===== config.mk =====
export PLATFORM = sky130hd
export DESIGN_NAME = jtframe_romarb
export DESIGN_NICKNAME = d
export VERILOG_FILES = /design/src/rtl/jtframe_romarb.sv
export SDC_FILE = /design/constraint.sdc
export NUM_CORES = 1
export LEC_CHECK = 0
export ABC_AREA = 1
export CORE_ASPECT_RATIO = 1.5
export CORE_MARGIN = 10
export CORE_UTILIZATION = 43
export CTS_CLUSTER_SIZE = 14
export DETAILED_ROUTE_END_ITERATION = 12
export GPL_TIMING_DRIVEN = 0
export PLACE_DENSITY_LB_ADDON = 0.2
export SLEW_MARGIN = 20
export SYNTH_ARGS = -nofsm -noshare
export SYNTH_HDL_FRONTEND = slang
export SYNTH_SLANG_ARGS = --single-unit

===== constraint.sdc =====
create_clock -name clk -period 9 [get_ports clk]
set_input_delay 2.25 -clock clk [delete_from_list [all_inputs] [get_ports clk]]
set_output_delay 2.25 -clock clk [all_outputs]
set_load 0.005 [all_outputs]

===== src/rtl/jtframe_romarb.sv =====
`default_nettype none
// jtframe_romarb -- arbitrates per-slot ROM reads onto one SDRAM read port,
// keeping a one-entry (valid/tag/data) cache per slot.  Rev 1.0
module jtframe_romarb #(
   parameter int                  SLOTS   = 4,
   parameter int                  AW      = 18,
   parameter logic [SLOTS*22-1:0] OFFSETS = '0,
   parameter logic [SLOTS-1:0]    DW32    = '0,
   parameter int                  RR      = 0
) (
   input  logic                  clk,
   input  logic                  rst,
   input  logic                  downloading,
   input  logic [SLOTS-1:0]      slot_cs,
   input  logic [SLOTS*AW-1:0]   slot_addr,
   output logic [SLOTS-1:0]      slot_ok,
   output logic [SLOTS*32-1:0]   slot_dout,
   output logic                  sdram_req,
   output logic [21:0]           sdram_addr,
   input  logic                  sdram_ack,
   input  logic                  data_rdy,
   input  logic [31:0]           data_read,
   output logic                  refresh_en
);
   localparam int            IW        = (SLOTS > 1) ? $clog2(SLOTS) : 1;
   localparam logic [IW-1:0] LAST_SLOT = IW'(SLOTS - 1);

   typedef enum logic [1:0] {
      ST_IDLE      = 2'd0,
      ST_WAIT_ACK  = 2'd1,
      ST_WAIT_DATA = 2'd2
   } state_t;

   state_t          state_q, state_d;
   logic            req_q, req_d;
   logic [21:0]     addr_q, addr_d;
   logic [IW-1:0]   gnt_q, gnt_d;
   logic [IW-1:0]   last_q, last_d;
   logic            drop_q, drop_d;
   logic            fill;

   logic [SLOTS-1:0] valid_q;
   logic [21:0]      tag_q  [SLOTS];
   logic [31:0]      data_q [SLOTS];
   logic [21:0]      waddr  [SLOTS];
   logic [SLOTS-1:0] hit;
   logic [SLOTS-1:0] pend;
   logic             win_found;
   logic [IW-1:0]    win_idx;

   // 8-bit slots keep the whole 16-bit word so both bytes hit the same entry.
   for (genvar i = 0; i < SLOTS; i++) begin : g_slot
      logic [AW-1:0] a;
      logic [21:0]   off;
      assign a   = slot_addr[i*AW +: AW];
      assign off = OFFSETS[i*22 +: 22];
      if (DW32[i]) begin : g_dw32
         assign waddr[i]              = off + 22'({a, 1'b0});
         assign slot_dout[i*32 +: 32] = data_q[i];
      end else begin : g_dw8
         assign waddr[i]              = off + 22'(a[AW-1:1]);
         assign slot_dout[i*32 +: 32] = {24'd0, a[0] ? data_q[i][15:8] : data_q[i][7:0]};
      end
      assign hit[i]     = valid_q[i] && (tag_q[i] == waddr[i]);
      assign pend[i]    = slot_cs[i] && !hit[i];
      assign slot_ok[i] = slot_cs[i] && hit[i] && !downloading;
   end

   always_comb begin
      int j;
      win_found = 1'b0;
      win_idx   = '0;
      for (int k = 0; k < SLOTS; k++) begin
         j = k;
         if (RR != 0) begin
            j = int'(last_q) + 1 + k;
            if (j >= SLOTS) j = j - SLOTS;
         end
         if (!win_found && pend[j]) begin
            win_found = 1'b1;
            win_idx   = IW'(j);
         end
      end
   end

   always_comb begin
      state_d = state_q;
      req_d   = req_q;
      addr_d  = addr_q;
      gnt_d   = gnt_q;
      last_d  = last_q;
      drop_d  = drop_q | downloading;
      fill    = 1'b0;
      case (state_q)
         ST_IDLE: begin
            drop_d = 1'b0;
            if (win_found && !downloading) begin
               state_d = ST_WAIT_ACK;
               req_d   = 1'b1;
               addr_d  = waddr[win_idx];
               gnt_d   = win_idx;
               last_d  = win_idx;
            end
         end
         ST_WAIT_ACK: begin
            // A data_rdy coinciding with the ack belongs to no request of ours.
            if (sdram_ack) begin
               req_d   = 1'b0;
               state_d = ST_WAIT_DATA;
            end
         end
         ST_WAIT_DATA: begin
            if (data_rdy) begin
               fill    = !drop_d;
               state_d = ST_IDLE;
            end
         end
         default: state_d = ST_IDLE;
      endcase
   end

   always_ff @(posedge clk or posedge rst) begin
      if (rst) begin
         state_q <= ST_IDLE;
         req_q   <= 1'b0;
         addr_q  <= '0;
         gnt_q   <= '0;
         last_q  <= LAST_SLOT;
         drop_q  <= 1'b0;
      end else begin
         state_q <= state_d;
         req_q   <= req_d;
         addr_q  <= addr_d;
         gnt_q   <= gnt_d;
         last_q  <= last_d;
         drop_q  <= drop_d;
      end
   end

   always_ff @(posedge clk or posedge rst) begin
      if (rst) begin
         valid_q <= '0;
         for (int i = 0; i < SLOTS; i++) begin
            tag_q[i]  <= '0;
            data_q[i] <= '0;
         end
      end else if (downloading) begin
         valid_q <= '0;
      end else if (fill) begin
         valid_q[gnt_q] <= 1'b1;
         tag_q[gnt_q]   <= addr_q;
         data_q[gnt_q]  <= data_read;
      end
   end

   assign sdram_req  = req_q;
   assign sdram_addr = addr_q;
   assign refresh_en = rst || downloading || ((state_q == ST_IDLE) && (pend == '0));

endmodule
`default_nettype wire


==> results of run 1 <==
==> cell usage after synthesis, types with 16 or more instances <==
cell type	number	area [um2]
nor2_1	43	161
o21ai_1	17	85.1
xnor2_1	17	149
clkbuf_1	19	71.3
nand2_1	338	1270
buf_2	17	85.1
mux2_2	24	270
nand3_1	75	375
buf_4	106	796
o21ai_0	146	731
inv_2	16	60.1
inv_1	139	522
dfrtp_1	159	3980
==> cells by family after synthesis <==
kind of cell,synth area share [%]
buffers and inverters,17.6
AO/OA/AOI/OAI,9.97
XOR/XNOR,2.24
flip-flops,44.2
AND/OR/NAND/NOR,22.9
other,0.0417
multiplexers,3.00
==> power breakdown <==
part	internal (mW)	switching, mW
Clock	0.367	0.335
Sequential	0.972	0.181
Combinational	0.452	0.495
Total	1.79	1.01
==> cell type report <==
| cell class | count | area (um2) | share of cell area (%) |
|---|---|---|---|
| repair buffers | 148 | 1500 | 12.7 |
| plain buffers | 146 | 997 | 8.46 |
| multi-input cells | 814 | 3810 | 32.4 |
| clock buffers | 17 | 425 | 3.61 |
| inverters | 156 | 593 | 5.03 |
| flip-flops and latches | 159 | 3980 | 33.8 |
| clock inverters | 15 | 148 | 1.25 |
| well taps | 264 | 330 | 2.80 |
==> metal layers <==
metal / vias to the layer above / routed length [um] / GRT usage [%] / share of wire [%]
met4: 0 / 1500 / 12.3 / 4.8
met1: 3774 / 11500 / 23.7 / 37
met3: 71 / 2000 / 5.75 / 6.4
met2: 313 / 16200 / 40.9 / 52
met5: - / 0 / 0 / 0
li1: 4003 / - / - / -
==> registers in the layout, indices dropped and copies added (netlist names) <==
name	flops
state_q	2
gnt_q	2
tag_q	68
valid_q	4
data_q	64
drop_q	1
sdram_req	1
sdram_addr	17
==> path summary, 6_finish.rpt <==
kind | from | endpoint | slack (ps)
hold reg to reg | data_q[41] | data_q[41] | 480
min in group asynchronous | rst | tag_q[51] | 2320
hold / removal | data_q[41] | data_q[41] | 480
setup / recovery | slot_addr[6] | refresh_en | 2070
max in group asynchronous | rst | tag_q[46] | 5900
setup reg to reg | tag_q[49] | sdram_addr[11] | 6670
==> cells in the final DEF (no fill, tap or decap), drive strengths merged <==
cell type      netlist  layout
a21oi                7       7
buf                127     128
clkbuf              19      36
clkdlybuf4s50        0     147
clkinv               1       6
clkinvlp             0       2
conb                 1     101
dfrtp              159     159
inv                155     163
mux2                24      24
nand2              346     346
nand3               76      76
nand3b               1       1
nand4                8       8
nor2                46      46
nor3                 6       6
nor3b                2       2
o211ai               1       1
o21a                 1       1
o21ai              163     163
o22ai                2       2
o31ai                2       2
or2                  5       5
xnor2               17      17
xor2                 6       6
==> through the flow <==
step / power [mW] / hold slack, ps / worst slack [ps] / TNS (ps) / util [%]
6_report: 2.80 / 483 / 2070 / 0 / 57.5
5_1_grt: 2.99 / 515 / 1910 / 0 / 57.5
4_1_cts: 2.81 / 488 / 2070 / 0 / 57.5
3_5_place_dp: 2.11 / 470 / 2080 / 0 / 54.7
3_3_place_gp: 2.08 / 460 / -1570 / -1570 / 54.5
2_1_floorplan: 1.65 / 448 / 885 / 0 / -
==> worst min-delay path, cell delays in order (launching register included) <==
cell     delay, ps
dfrtp_1        340
nand2_1         50
o21ai_0         60
==> key figures, run 1 <==
Outcome
  – Outcome: complete, no violations

Timing
  – Fin crit share: 77.0%
  – Worst slew margin: 55.8%
  – Slew Viols, Final: 0
  – Skew final: 11.1 ps
  – Setup violators final: 0
  – Unrepaired setup endpoints after global routing: false
  – Worst-margin pin slew: 663 ps
  – Post-route minimum period: 6930 ps
  – F_max: 144 MHz
  – Final Hold Fails: 0

Routing
  – Post-DR vias/cell: 4.75
  – Pre-Repair DR Iteration Count: 5
  – Avg WL per Cell: 18.1 um
  – DRC: 0
  – Drt first-iter violations: 572
  – Via count: 8,161
  – Final WL: 31.2 mm
  – Antenna-violating nets left: 0

Floorplan
  – Die Y: 197 um
  – Core Area: 20,500 um2
  – Die footprint: 27,200 um2
  – # rows: 64
  – Die X: 138 um
  – Boundary Pins: 269
  – Initial Utilization: 43.9%

GRT
  – Largest net degree at the start of global routing: 90
  – Total track usage: 22.7%
  – Initial antenna violation count: 0
  – Vias in the first global route: 8,555
  – Total grt overflow: 0
  – First-pass GRT wire length: 48.3 mm

Pwr
  – Max VDD drop: 0.000123 V
  – Pleak: 6.06 nW
  – PwrDens: 238 nW/um2

Yosys
  – Post-synthesis async set-or-reset flop share: 100%
  – Syn. warnings: 0
  – Register area share after synthesis: 44.2%
  – Synth Cell Area: 9000 um2
  – Post-synth EDFFs: 0
  – Netlist cell types: 36
  – Synth Flop Type: dfrtp_1
  – Post-Syn Instances: 1,175
  – Seq cells post-synth: 159
  – Syn Area/Cell: 7.66 um2

Clocking
  – CTS tree: yes
  – Post-CTS Setup Bufs: 0
  – Clock Latency Late Sink: 440 ps
  – PostCTS Resize Cnt: 0
  – CTS Sinks: 159
  – Clock tree buffer depth: 2
  – # hold bufs at CTS: 0
  – Clock Pin Slew Worst Setup and Hold Paths: 70 ps
  – H-tree Lvls: 4
  – CTS Buf Count: 17
  – Clk root buf: clkbuf_16

Worst setup path
  – CP cell instances: clkdlybuf4s50_1 > o22ai_1 > nor2_1 > nand2_1 > nor2_1 > nand3_1 > nand2_4 > nand2_4 > nor2_4 > nand2_1 > nand3_1 > clkdlybuf4s50_1
  – CP max stage cell: clkdlybuf4s50_1
  – CP max stage delay: 620 ps
  – Worst r2r path cells: 13
  – Cell count along the critical path: 12
  – Worst Path Required: 6750 ps
  – CP endpoint kind: output port
  – Type of origin of the critical path: input port
  – WP buf/inv: 2
  – Delay-heaviest family, CP: buffers and inverters
  – Largest driver fanout on the critical path: 6
  – Crit path DAT: 4680 ps
  – Kind of critical path: in -> out

Cells and area
  – Share of cells above drive strength 1: 14.8%
  – Diodes inserted: 0
  – NumNets Final: 1,555
  – Design area: 11,800 um2
  – Area Growth Syn to Fin: 31.0%
  – # fillers: 2,002
  – Fin cells: 1,719

Placement
  – # port buffers: 147
  – Area post-placement: 11,200 um2
  – Placer congestion estimate: 0.915
  – Final HPWL DP: 25.2 mm
  – Placed insts: 1,687

Min path
  – Hold/Removal Path Class: reg -> reg
  – Hold-critical path depth: 2

Flow run
  – Max cap viols: 0
Power figures use the tool's default switching activity.
==> inputs of run 2 (changes only) <==
- clock period: 9 -> 7 ns (I/O delays scaled with it)
==> run 2 against run 1 <==
Design area up 0.68%. Clock power grew 34%. Register-to-register slack got worse by 2000 ps. Critical path depth is the same. Clock skew is essentially flat. Die area did not move. First-iteration DRC count fell by 1.2%. Wire length fell by 0.73%. Combinational power up 29%. Via count increased by 0.72%. Final cell count is 0.23% higher. Setup slack got worse by 1000 ps. Highest routed layer is now met5.
==> key figures, run 2 (same netlist as run 1, synthesis figures left out) <==
GRT
  – Largest net degree at the start of global routing: 35
  – Gr busiest metal: met2
  – First-pass GRT wire length: 47.1 mm
  – Met2 Use GR: 40.8%
  – Met1 GRT Util: 22.7%
  – Total grt overflow: 0
  – Met3 usage: 5.53%
  – Initial antenna violation count: 1
  – Total track usage: 22.0%
  – Vias in the first global route: 8,410

Clocking
  – Clk root buf: clkbuf_16
  – # hold bufs at CTS: 0
  – PostCTS Resize Cnt: 0
  – CTS tree: yes
  – Post-CTS Setup Bufs: 0
  – H-tree Lvls: 4
  – CTS Sinks: 159
  – Clock Latency Late Sink: 420 ps
  – Clock Pin Slew Worst Setup and Hold Paths: 60 ps
  – CTS Buf Count: 17
  – Clock tree buffer depth: 2

Worst setup path
  – Worst Path Required: 5250 ps
  – FF-to-FF Start: tag_q[71]
  – CP max stage cell: clkdlybuf4s50_1
  – Kind of critical path: in -> out
  – CP startpoint: slot_addr[6]
  – Largest driver fanout on the critical path: 6
  – CP cell instances: clkdlybuf4s50_1 > o22ai_1 > nor2_1 > nand2_1 > nor2_1 > nand3_1 > nand2_4 > nand2_4 > nor2_4 > nand2_1 > nand3_1 > clkdlybuf4s50_1
  – WP buf/inv: 2
  – CP endpoint kind: output port
  – Crit path DAT: 4200 ps
  – Type of origin of the critical path: input port
  – CP max stage delay: 630 ps
  – Delay-heaviest family, CP: buffers and inverters

Placement
  – # port buffers: 147
  – Placer congestion estimate: 0.958
  – Final HPWL DP: 25.2 mm
  – Area post-placement: 11,300 um2
  – Placed insts: 1,691

Floorplan
  – Initial Utilization: 43.9%
  – # rows: 64
  – Die footprint: 27,200 um2
  – Die Y: 197 um
  – Core Area: 20,500 um2
  – Boundary Pins: 269
  – Die X: 138 um

Pwr
  – Net switching power: 1.28 mW
  – Combinational Power Share: 33.6%
  – Sequential share of power: 40.7%
  – Max VDD drop: 0.000172 V
  – PwrDens: 307 nW/um2
  – Total Power: 3.64 mW
  – Clock share of power: 25.8%
  – P_int: 2.37 mW
  – Pleak: 6.08 nW
  – Switch share: 35.0%

Routing
  – DRC: 0
  – Post-DR vias/cell: 4.77
  – Via count: 8,220
  – Antenna-violating nets left: 0
  – Avg WL per Cell: 18.0 um
  – Drt first-iter violations: 565
  – Final WL: 30.9 mm
  – Pre-Repair DR Iteration Count: 7

Timing
  – F_max: 168 MHz
  – Slew Viols, Final: 0
  – Worst-margin pin slew: 620 ps
  – Fin crit share: 85.0%
  – Worst slew margin: 58.7%
  – Post-route minimum period: 5950 ps
  – Setup violators final: 0
  – Skew final: 11.2 ps
  – Final Hold Fails: 0
  – Unrepaired setup endpoints after global routing: false

Cells and area
  – Multi-input gate area: 3810 um2
  – Fin cells: 1,723
  – Finished Core Util: 57.9%
  – NumNets Final: 1,559
  – Design area: 11,900 um2
  – Share of cells above drive strength 1: 15.0%
  – Reg area: 3980 um2
  – Commonest non-fill, non-tap cell in the layout: nand2_1
  – Diodes inserted: 0
  – Largest Register: tag_q
  – # fillers: 1,975
  – Commonest non-fill, non-tap cells in the layout: 338 x nand2_1, 159 x dfrtp_1, 147 x clkdlybuf4s50_1
  – Area Growth Syn to Fin: 31.8%
  – Largest register FFs: 68

Min path
  – Worst Hold Launch: data_q[73]
  – Hold/Removal Path Class: reg -> reg

Flow run
  – Max cap viols: 0

Outcome
  – Outcome: complete, no violations
==> run 2: changes by cell type in the layout (fill, tap and decap cells not counted), moves of 2 or more <==
cell	before	now
clkinv_8	2	0
inv_8	4	1
buf_12	0	5
clkinvlp_4	2	5
bufinv_16	0	2
==> run 2: worst paths after layout <==
path / endpoint / slack [ps] / cells past startpoint
setup / recovery: refresh_en / 1050 / 12
max in group asynchronous: data_q[72] / 4420 / 5
hold / removal: data_q[73] / 480 / 2
hold reg to reg: data_q[73] / 480 / 2
setup reg to reg: sdram_addr[9] / 4660 / 15
min in group asynchronous: tag_q[7] / 1660 / 2
==> run 2: power by group through the flow <==
stage	clock (mW)	sequential [mW]	combinational [mW]
floorplan	0	1.43	0.693
global placement	0	1.48	1.19
detailed placement	0	1.49	1.22
finish	0.939	1.48	1.22
CTS	0.947	1.48	1.23
global route	0.989	1.52	1.36
==> run 2: area by class of cell <==
| class | instances | area share (%) |
|---|---|---|
| clock inverter | 14 | 1.31 |
| multi-input combinational | 814 | 32.1 |
| clock buffer | 18 | 3.62 |
| buffer | 146 | 8.41 |
| inverter | 156 | 4.97 |
| tap | 264 | 2.78 |
| sequential | 159 | 33.5 |
| timing repair buffer | 152 | 13.2 |
==> run 2: worst reg2reg max path, stage by stage, from the launching register on <==
cell     delay (ps)
dfrtp_1         380
inv_1           170
o22ai_1         120
nor2_1          100
nand2_1          50
nor2_1          210
nand3_1         250
nand2_4         200
nand2_4         100
inv_2            60
nand2_1          70
buf_2           210
nand3_1         120
nand2_1          50
nand2_1          90
nand2_1          60
==> run 2: through the flow <==
stage	hold slack, ps	setup TNS, ps	worst slack, ps
6_report	480	0	1050
5_1_grt	490	0	1050
4_1_cts	487	0	1120
3_5_place_dp	470	0	1130
3_3_place_gp	460	-1370	-1370
2_1_floorplan	448	0	864
==> run 2: routing by layer <==
metal	routed length, um	vias up
met1	11100	3799
li1	-	4012
met4	1320	2
met5	8	-
met3	2220	64
met2	16300	343
==> inputs of run 3 (changes only) <==
- clock period: 7 -> 5.35 ns (I/O delays scaled with it)
==> results of run 3 <==
The final DEF is identical to that of run 2. Status: complete, no violations.
Main changes from that run: setup slack after placement 1130 ps -> 302 ps; setup slack after layout 1050 ps -> 227 ps; register-to-register setup slack 4660 ps -> 3010 ps; total power 3.64 mW -> 4.77 mW; worst IR drop on VDD 0.000172 V -> 0.000225 V
